--- src/rtl/bw_seq_mult_ctrl_if.sv ---
// Handshake bundle for bw_seq_mult_ctrl: operand channel in, product channel out, busy status.
// Latency: none (wires only).
// Backpressure: in_ready_out gates operands, out_ready_in gates the product.
// Ports: in_valid_in/in_ready_out/a_in/b_in (operands), out_valid_out/out_ready_in/p_out (product), busy_out.
// Modports: slave = multiplier side, master = producer/consumer side.
interface bw_seq_mult_ctrl_if #(
    parameter int N = 8
);
    logic             in_valid_in;
    logic             in_ready_out;
    logic [N-1:0]     a_in;
    logic [N-1:0]     b_in;
    logic             out_valid_out;
    logic             out_ready_in;
    logic [2*N-1:0]   p_out;
    logic             busy_out;

    modport slave (
        input  in_valid_in,
        output in_ready_out,
        input  a_in,
        input  b_in,
        output out_valid_out,
        input  out_ready_in,
        output p_out,
        output busy_out
    );

    modport master (
        output in_valid_in,
        input  in_ready_out,
        output a_in,
        output b_in,
        input  out_valid_out,
        output out_ready_in,
        input  p_out,
        input  busy_out
    );
endinterface

--- src/rtl/bw_seq_mult_ctrl.sv ---
// Sequential Baugh-Wooley signed multiplier: one row of N cells reused over N rows plus a carry-resolve cycle.
// Latency: N+1 edges from operand acceptance to out_valid_out (1 edge for zero operands with BW_SEQ_ZERO_SKIP_EN).
// Backpressure: product held in DONE with in_ready_out low until out_ready_in; no input queuing.
// Ports: clk_in (rising edge), rst_in (sync, active high), bus (bw_seq_mult_ctrl_if.slave):
//   in_valid_in/in_ready_out/a_in/b_in operand handshake, out_valid_out/out_ready_in/p_out product
//   handshake, busy_out high while computing.
// Build option: define BW_SEQ_ZERO_SKIP_EN to short-circuit zero operands straight to FINAL.
module bw_seq_mult_ctrl #(
    parameter int N = 8
) (
    input  logic                 clk_in,
    input  logic                 rst_in,
    bw_seq_mult_ctrl_if.slave    bus
);

    typedef enum logic [1:0] {
        S_IDLE  = 2'd0,
        S_ROW   = 2'd1,
        S_FINAL = 2'd2,
        S_DONE  = 2'd3
    } state_t;

    localparam int CW = (N > 1) ? $clog2(N) : 1;
    localparam logic [CW-1:0] LAST_ROW = CW'(N - 1);
    // Baugh-Wooley correction ones at product bits N and 2N-1, expressed
    // relative to the upper half that FINAL resolves.
    localparam logic [N-1:0] BW_CORR = N'(1) | (N'(1) << (N - 1));
    // Upper half of the partial-product vector (bit N-1) is inverted on
    // every row except the last; on the last row the lower bits are.
    localparam logic [N-1:0] INV_TOP = N'(1) << (N - 1);
    localparam logic [N-1:0] INV_LOW = ~INV_TOP;

    state_t             state_q,     state_d;
    logic [N-1:0]       a_q,         a_d;
    logic [N-1:0]       b_q,         b_d;
    logic [N-1:0]       sum_q,       sum_d;
    logic [N-1:0]       carry_q,     carry_d;
    logic [N-1:0]       plow_q,      plow_d;
    logic [CW-1:0]      row_cnt_q,   row_cnt_d;
    logic [2*N-1:0]     p_q,         p_d;
    logic               in_ready_q,  in_ready_d;
    logic               out_valid_q, out_valid_d;
    logic               busy_q,      busy_d;
`ifdef BW_SEQ_ZERO_SKIP_EN
    logic               corr_en_q,   corr_en_d;
`endif

    // Row datapath (combinational, valid while in ROW)
    logic [N-1:0]       pp;
    logic [N-1:0]       sh_sum;
    logic [N-1:0]       row_sum;
    logic [N-1:0]       row_carry;
    logic [N-1:0]       corr;
    logic [N-1:0]       final_hi;

    always_comb begin
        pp        = (a_q & {N{b_q[row_cnt_q]}}) ^ ((row_cnt_q == LAST_ROW) ? INV_LOW : INV_TOP);
        // Sum bits move one position down per row since each row is one
        // weight higher; the top cell has no incoming sum.
        sh_sum    = {1'b0, sum_q[N-1:1]};
        row_sum   = pp ^ sh_sum ^ carry_q;
        row_carry = (pp & sh_sum) | (pp & carry_q) | (sh_sum & carry_q);
`ifdef BW_SEQ_ZERO_SKIP_EN
        corr      = corr_en_q ? BW_CORR : '0;
`else
        corr      = BW_CORR;
`endif
        // After the last row the carries already sit at the upper-half
        // weights; dropping overflow gives the result modulo 2^2N.
        final_hi  = sh_sum + carry_q + corr;
    end

    always_comb begin
        state_d   = state_q;
        a_d       = a_q;
        b_d       = b_q;
        sum_d     = sum_q;
        carry_d   = carry_q;
        plow_d    = plow_q;
        row_cnt_d = row_cnt_q;
        p_d       = p_q;
`ifdef BW_SEQ_ZERO_SKIP_EN
        corr_en_d = corr_en_q;
`endif

        case (state_q)
            S_IDLE: begin
                if (bus.in_valid_in && in_ready_q) begin
                    a_d       = bus.a_in;
                    b_d       = bus.b_in;
                    sum_d     = '0;
                    carry_d   = '0;
                    plow_d    = '0;
                    row_cnt_d = '0;
                    state_d   = S_ROW;
`ifdef BW_SEQ_ZERO_SKIP_EN
                    corr_en_d = 1'b1;
                    if (bus.a_in == '0 || bus.b_in == '0) begin
                        corr_en_d = 1'b0;
                        state_d   = S_FINAL;
                    end
`endif
                end
            end
            S_ROW: begin
                sum_d             = row_sum;
                carry_d           = row_carry;
                plow_d[row_cnt_q] = row_sum[0];
                if (row_cnt_q == LAST_ROW) begin
                    row_cnt_d = '0;
                    state_d   = S_FINAL;
                end else begin
                    row_cnt_d = row_cnt_q + 1'b1;
                end
            end
            S_FINAL: begin
                p_d     = {final_hi, plow_q};
                state_d = S_DONE;
            end
            S_DONE: begin
                if (bus.out_ready_in) begin
                    state_d = S_IDLE;
                end
            end
            default: state_d = S_IDLE;
        endcase

        // Status outputs are registered from the next state so they line up
        // with the state they describe.
        in_ready_d  = (state_d == S_IDLE);
        out_valid_d = (state_d == S_DONE);
        busy_d      = (state_d == S_ROW) || (state_d == S_FINAL);
    end

    always_ff @(posedge clk_in) begin
        if (rst_in) begin
            state_q     <= S_IDLE;
            a_q         <= '0;
            b_q         <= '0;
            sum_q       <= '0;
            carry_q     <= '0;
            plow_q      <= '0;
            row_cnt_q   <= '0;
            p_q         <= '0;
            in_ready_q  <= 1'b1;
            out_valid_q <= 1'b0;
            busy_q      <= 1'b0;
`ifdef BW_SEQ_ZERO_SKIP_EN
            corr_en_q   <= 1'b1;
`endif
        end else begin
            state_q     <= state_d;
            a_q         <= a_d;
            b_q         <= b_d;
            sum_q       <= sum_d;
            carry_q     <= carry_d;
            plow_q      <= plow_d;
            row_cnt_q   <= row_cnt_d;
            p_q         <= p_d;
            in_ready_q  <= in_ready_d;
            out_valid_q <= out_valid_d;
            busy_q      <= busy_d;
`ifdef BW_SEQ_ZERO_SKIP_EN
            corr_en_q   <= corr_en_d;
`endif
        end
    end

    assign bus.in_ready_out  = in_ready_q;
    assign bus.out_valid_out = out_valid_q;
    assign bus.p_out         = p_q;
    assign bus.busy_out      = busy_q;

endmodule
--- src/flat_wrapper.sv ---
// flat-port wrapper written by rule: the top's interface ports become plain ports
module bw_seq_mult_ctrl_flat 
#(
    parameter int N = 8
)
  (clk_in, rst_in, bus_in_valid_in, bus_in_ready_out, bus_a_in, bus_b_in, bus_out_valid_out, bus_out_ready_in, bus_p_out, bus_busy_out);
  bw_seq_mult_ctrl_if #(.N(N)) bus_i ();
  input  logic clk_in;
  input  logic rst_in;
  input wire logic [$bits(bus_i.in_valid_in)-1:0] bus_in_valid_in;
  output wire logic [$bits(bus_i.in_ready_out)-1:0] bus_in_ready_out;
  input wire logic [$bits(bus_i.a_in)-1:0] bus_a_in;
  input wire logic [$bits(bus_i.b_in)-1:0] bus_b_in;
  output wire logic [$bits(bus_i.out_valid_out)-1:0] bus_out_valid_out;
  input wire logic [$bits(bus_i.out_ready_in)-1:0] bus_out_ready_in;
  output wire logic [$bits(bus_i.p_out)-1:0] bus_p_out;
  output wire logic [$bits(bus_i.busy_out)-1:0] bus_busy_out;
  assign bus_i.in_valid_in = bus_in_valid_in;
  assign bus_in_ready_out = bus_i.in_ready_out;
  assign bus_i.a_in = bus_a_in;
  assign bus_i.b_in = bus_b_in;
  assign bus_out_valid_out = bus_i.out_valid_out;
  assign bus_i.out_ready_in = bus_out_ready_in;
  assign bus_p_out = bus_i.p_out;
  assign bus_busy_out = bus_i.busy_out;
  bw_seq_mult_ctrl #(.N(N)) u_core (.clk_in(clk_in), .rst_in(rst_in), .bus(bus_i));
endmodule
--- config.mk ---
export PLATFORM = sky130hd
export DESIGN_NAME = bw_seq_mult_ctrl_flat
export DESIGN_NICKNAME = d
export VERILOG_FILES = /design/src/rtl/bw_seq_mult_ctrl_if.sv /design/src/rtl/bw_seq_mult_ctrl.sv /design/src/flat_wrapper.sv
export SDC_FILE = /design/constraint.sdc
export NUM_CORES = 1
export LEC_CHECK = 0
export BUFFER_PORTS_ARGS = -buffer_cell sky130_fd_sc_hd__buf_2
export CORE_UTILIZATION = 50
export CTS_BUF_LIST = sky130_fd_sc_hd__clkbuf_16
export DETAILED_ROUTE_END_ITERATION = 6
export HOLD_SLACK_MARGIN = 0.08
export PLACE_DENSITY = 0.72
export SETUP_SLACK_MARGIN = 0.02
export SYNTH_ARGS = -nofsm -noshare
export SYNTH_HDL_FRONTEND = slang
export SYNTH_SLANG_ARGS = --single-unit
--- constraint.sdc ---
create_clock -name clk_in -period 3.75 [get_ports clk_in]
set_input_delay 0.1875 -clock clk_in [delete_from_list [all_inputs] [get_ports clk_in]]
set_output_delay 0.1875 -clock clk_in [all_outputs]
set_load 0.02 [all_outputs]
==> flow_summary.yaml <==
placed_design:
  placed_cells_incl_taps: 470
  numPortBuffers: 38
  gp_congestion: 0.845
  post-dp-hpwl_um: 4350
global_routing:
  antenna_found_initial: 0
  grt_pass1_wl_um: 10600
  grt_max_degree: 44
  grt_pass1_vias: 2240
  grt_usage_pct: 21.4
  grt_overflow: 0
layout:
  nNetsFinal: 446
  drive_gt1_share_pct: 18.0
  area.growth.synth_to_final_pct: 15.1
  mostFrequentLayoutCell: "nand2_1"
  final_cells: 486
  antennaDiodeCount: 0
  layout_common_cells: "nand2_1, dfxtp_1, nor2_1, buf_2, a21oi_1"
synthesis:
  avgSynthCellArea_um2: 8.44
  syn_inst: 380
  ys_seq_elements: 63
  seq_area_frac_synth_pct: 39.3
  synth.net_count: 420
  netlist_area_um2: 3210
  yosys.area.top_type: "dfxtp_1"
  synth_ff_type: "dfxtp_1"
  ys_types: 49
  yosys-top-cells-area: "dfxtp_1, nand2_1, a21oi_1, nor2_1, fa_1"
  yosysWarnings: 0
  async_flop_share_pct: 0
  synth.top_cell.area_share_pct: 39.3
  synth-edff-count: 0
clock_tree:
  clockBufferDepth: 2
  cts_tree: "built"
  post_cts_buffers: 0
  worst_skew_pair.late_latency_ns: 0.33
  cts.reportedPaths.clkPinSlew_ns: 0.05
  root_buffer: "clkbuf_16"
  cts_htree_levels: 3
  cts_resized: 0
  cts_inserted_buffers: 9
  cts.sinks: 63
  holdBufCountCts: 0
min_path:
  min_path_type: "input pin to flop"
  whs_path_depth: 3
  hold_end: "u_core.b_q[7]"
  worstHoldStart: "bus_b_in[7]"
routing:
  drt_iter0_markers: 145
  wire_per_inst_um: 13.2
  drt_first_pass_iters: 4
  vias: 2560
  drcViolationCount: 0
  drt-total-wl_um: 6400
  via_per_inst: 5.27
  ant_nets: 0
worst_setup_path:
  cp_top_family: "simple AND/OR/NAND/NOR gates"
  rr_worst_depth: 7
  critPathCaptureType: "flop"
  startpoint_type: "flop"
  cp_data_required_time_ns: 4.01
  r2r-start: "u_core.row_cnt_q[2]"
  critPathArrivalTime_ns: 3.11
  rrSetupSlack_ns: 0.90
  criticalPathCategory: "flop to flop"
  reg2reg_to: "u_core.plow_q[3]"
  crit_buf_inv: 0
  crit_path_max_incr_delay_ns: 0.65
  crit_chain: "mux2i_1, a22oi_2, nand3_1, xor2_1, fa_1, or4_1, a21oi_1"
  crit_slowest_cell: "dfxtp_1"
  crit_path_max_fanout: 15
timing:
  fin_crit_ns: 2.85
  worst_pin_slew_ns: 0.738
  hold_viol_final: 0
  skew_ns: 0.00760
  fin_crit_sh_pct: 75.9
  relSlewSlack_pct: 50.8
  setup_viol_count_final: 0
  tns_ns: 0
  maxClockFrequency_mhz: 351
  drv_slew: 0
  rsz0062_at_grt: "false"
power_and_ir_drop:
  p_int_uw: 1370
  leakage_uw: 0.00141
  p_per_area_nw_per_um2: 478
  seq_power_share_pct: 39.8
  clkPwrFrac_pct: 53.4
  power_frac_comb_pct: 6.8
  p_sw_share_pct: 22.2
  ir_drop_mv: 0.294
  p_switching_uw: 391
  fin_total_pwr_uw: 1760
floorplanning:
  fp.dieW_um: 82.1
  rows: 28
  start_util_pct: 52.9
  die-area_um2: 6740
  fp.dieH_um: 82.1
  coreArea_um2: 6060
  ioPinCount: 39
status:
  status: "complete, no violations"
flow_run:
  maxCapViolCount: 0
-- sequential cells by signal, summed over array words and instances (netlist names), 2 cells and up --
name              cells
u_core.plow_q         8
u_core.carry_q        8
u_core.row_cnt_q      3
u_core.state_q        2
u_core.a_q            8
u_core.sum_q          7
u_core.bus.p_out     16
u_core.b_q            8
-- worst min-delay path, stage by stage --
cell	delay [ns]
buf_2	0.09
nand2_1	0.04
a21oi_1	0.05
-- cell type report --
type	count	area [um^2]
fill	553	2370
multi-input combinational	272	1710
sequential	63	1260
clock buffer	9	225
timing repair buffer	42	220
clock inverter	7	111
tap	75	93.8
inverter	18	67.6
-- kinds of logic after synthesis --
group | Yosys count | synth area share [%]
flops | 63 | 39.3
buf+inv | 45 | 7.33
xor+xnor | 9 | 2.46
fa+ha+maj | 20 | 9.68
compound gates | 73 | 14.2
mux | 13 | 4.45
simple gates | 157 | 22.6
-- synthesized netlist by cell type (all sizes together) (2+ instances only) --
library cell,n
nor3b,4
o21a,2
nand2b,2
a211oi,2
xor2,8
mux2i,3
mux2,10
dfxtp,63
fa,8
buf,19
nor3,4
a21oi,36
nor2b,9
inv,18
ha,12
a31oi,15
o311ai,2
nand2,66
clkbuf,8
o21ai,5
a2bb2oi,2
nand3,16
nor2,45
nand3b,2
-- stage by stage --
stage | setup WS [ns] | utilization (%) | hold slack, ns | area, um^2
global placement | 1.04 | 55.3 | 0.428 | 3350
detailed placement | 0.938 | 55.3 | 0.434 | 3350
CTS | 0.925 | 60.9 | 0.0827 | 3690
global route | 0.599 | 60.9 | 0.0927 | 3690
floorplan | 1.22 | - | 0.323 | 3210
finish | 0.903 | 60.9 | 0.0940 | 3690
-- worst max path at each step --
| stage | slack [ns] | cells after the start | endpoint | start |
|---|---|---|---|---|
| after floorplan | 1.22 | 7 | u_core.plow_q[3] | u_core.row_cnt_q[0] |
| after detailed placement | 0.94 | 7 | u_core.plow_q[3] | u_core.row_cnt_q[2] |
| after global routing | 0.60 | 7 | u_core.plow_q[3] | u_core.row_cnt_q[2] |
| after CTS | 0.93 | 7 | u_core.plow_q[3] | u_core.row_cnt_q[2] |
| after global placement | 1.04 | 7 | u_core.plow_q[3] | u_core.row_cnt_q[2] |
| final | 0.90 | 7 | u_core.plow_q[3] | u_core.row_cnt_q[2] |
-- power groups by stage --
stage,Sequential (uW),Combinational [uW],Clock [uW]
6_report,703,119,942
5_1_grt,705,135,991
4_1_cts,703,120,954
3_5_place_dp,716,119,0
3_3_place_gp,716,116,0
2_1_floorplan,712,98.9,0
-- metal layers --
layer  vias up  share of wire [%]  wire [um]  global-route usage (%)
met1      1162                 50       3220                    29.2
met4         0               0.59         38                    8.95
met3         4                4.4        281                    6.22
li1       1341                  -          -                       -
met2        53                 45       2860                    31.3
met5         -                  0          0                       0
No activity file was read; power rests on OpenSTA's default activity.
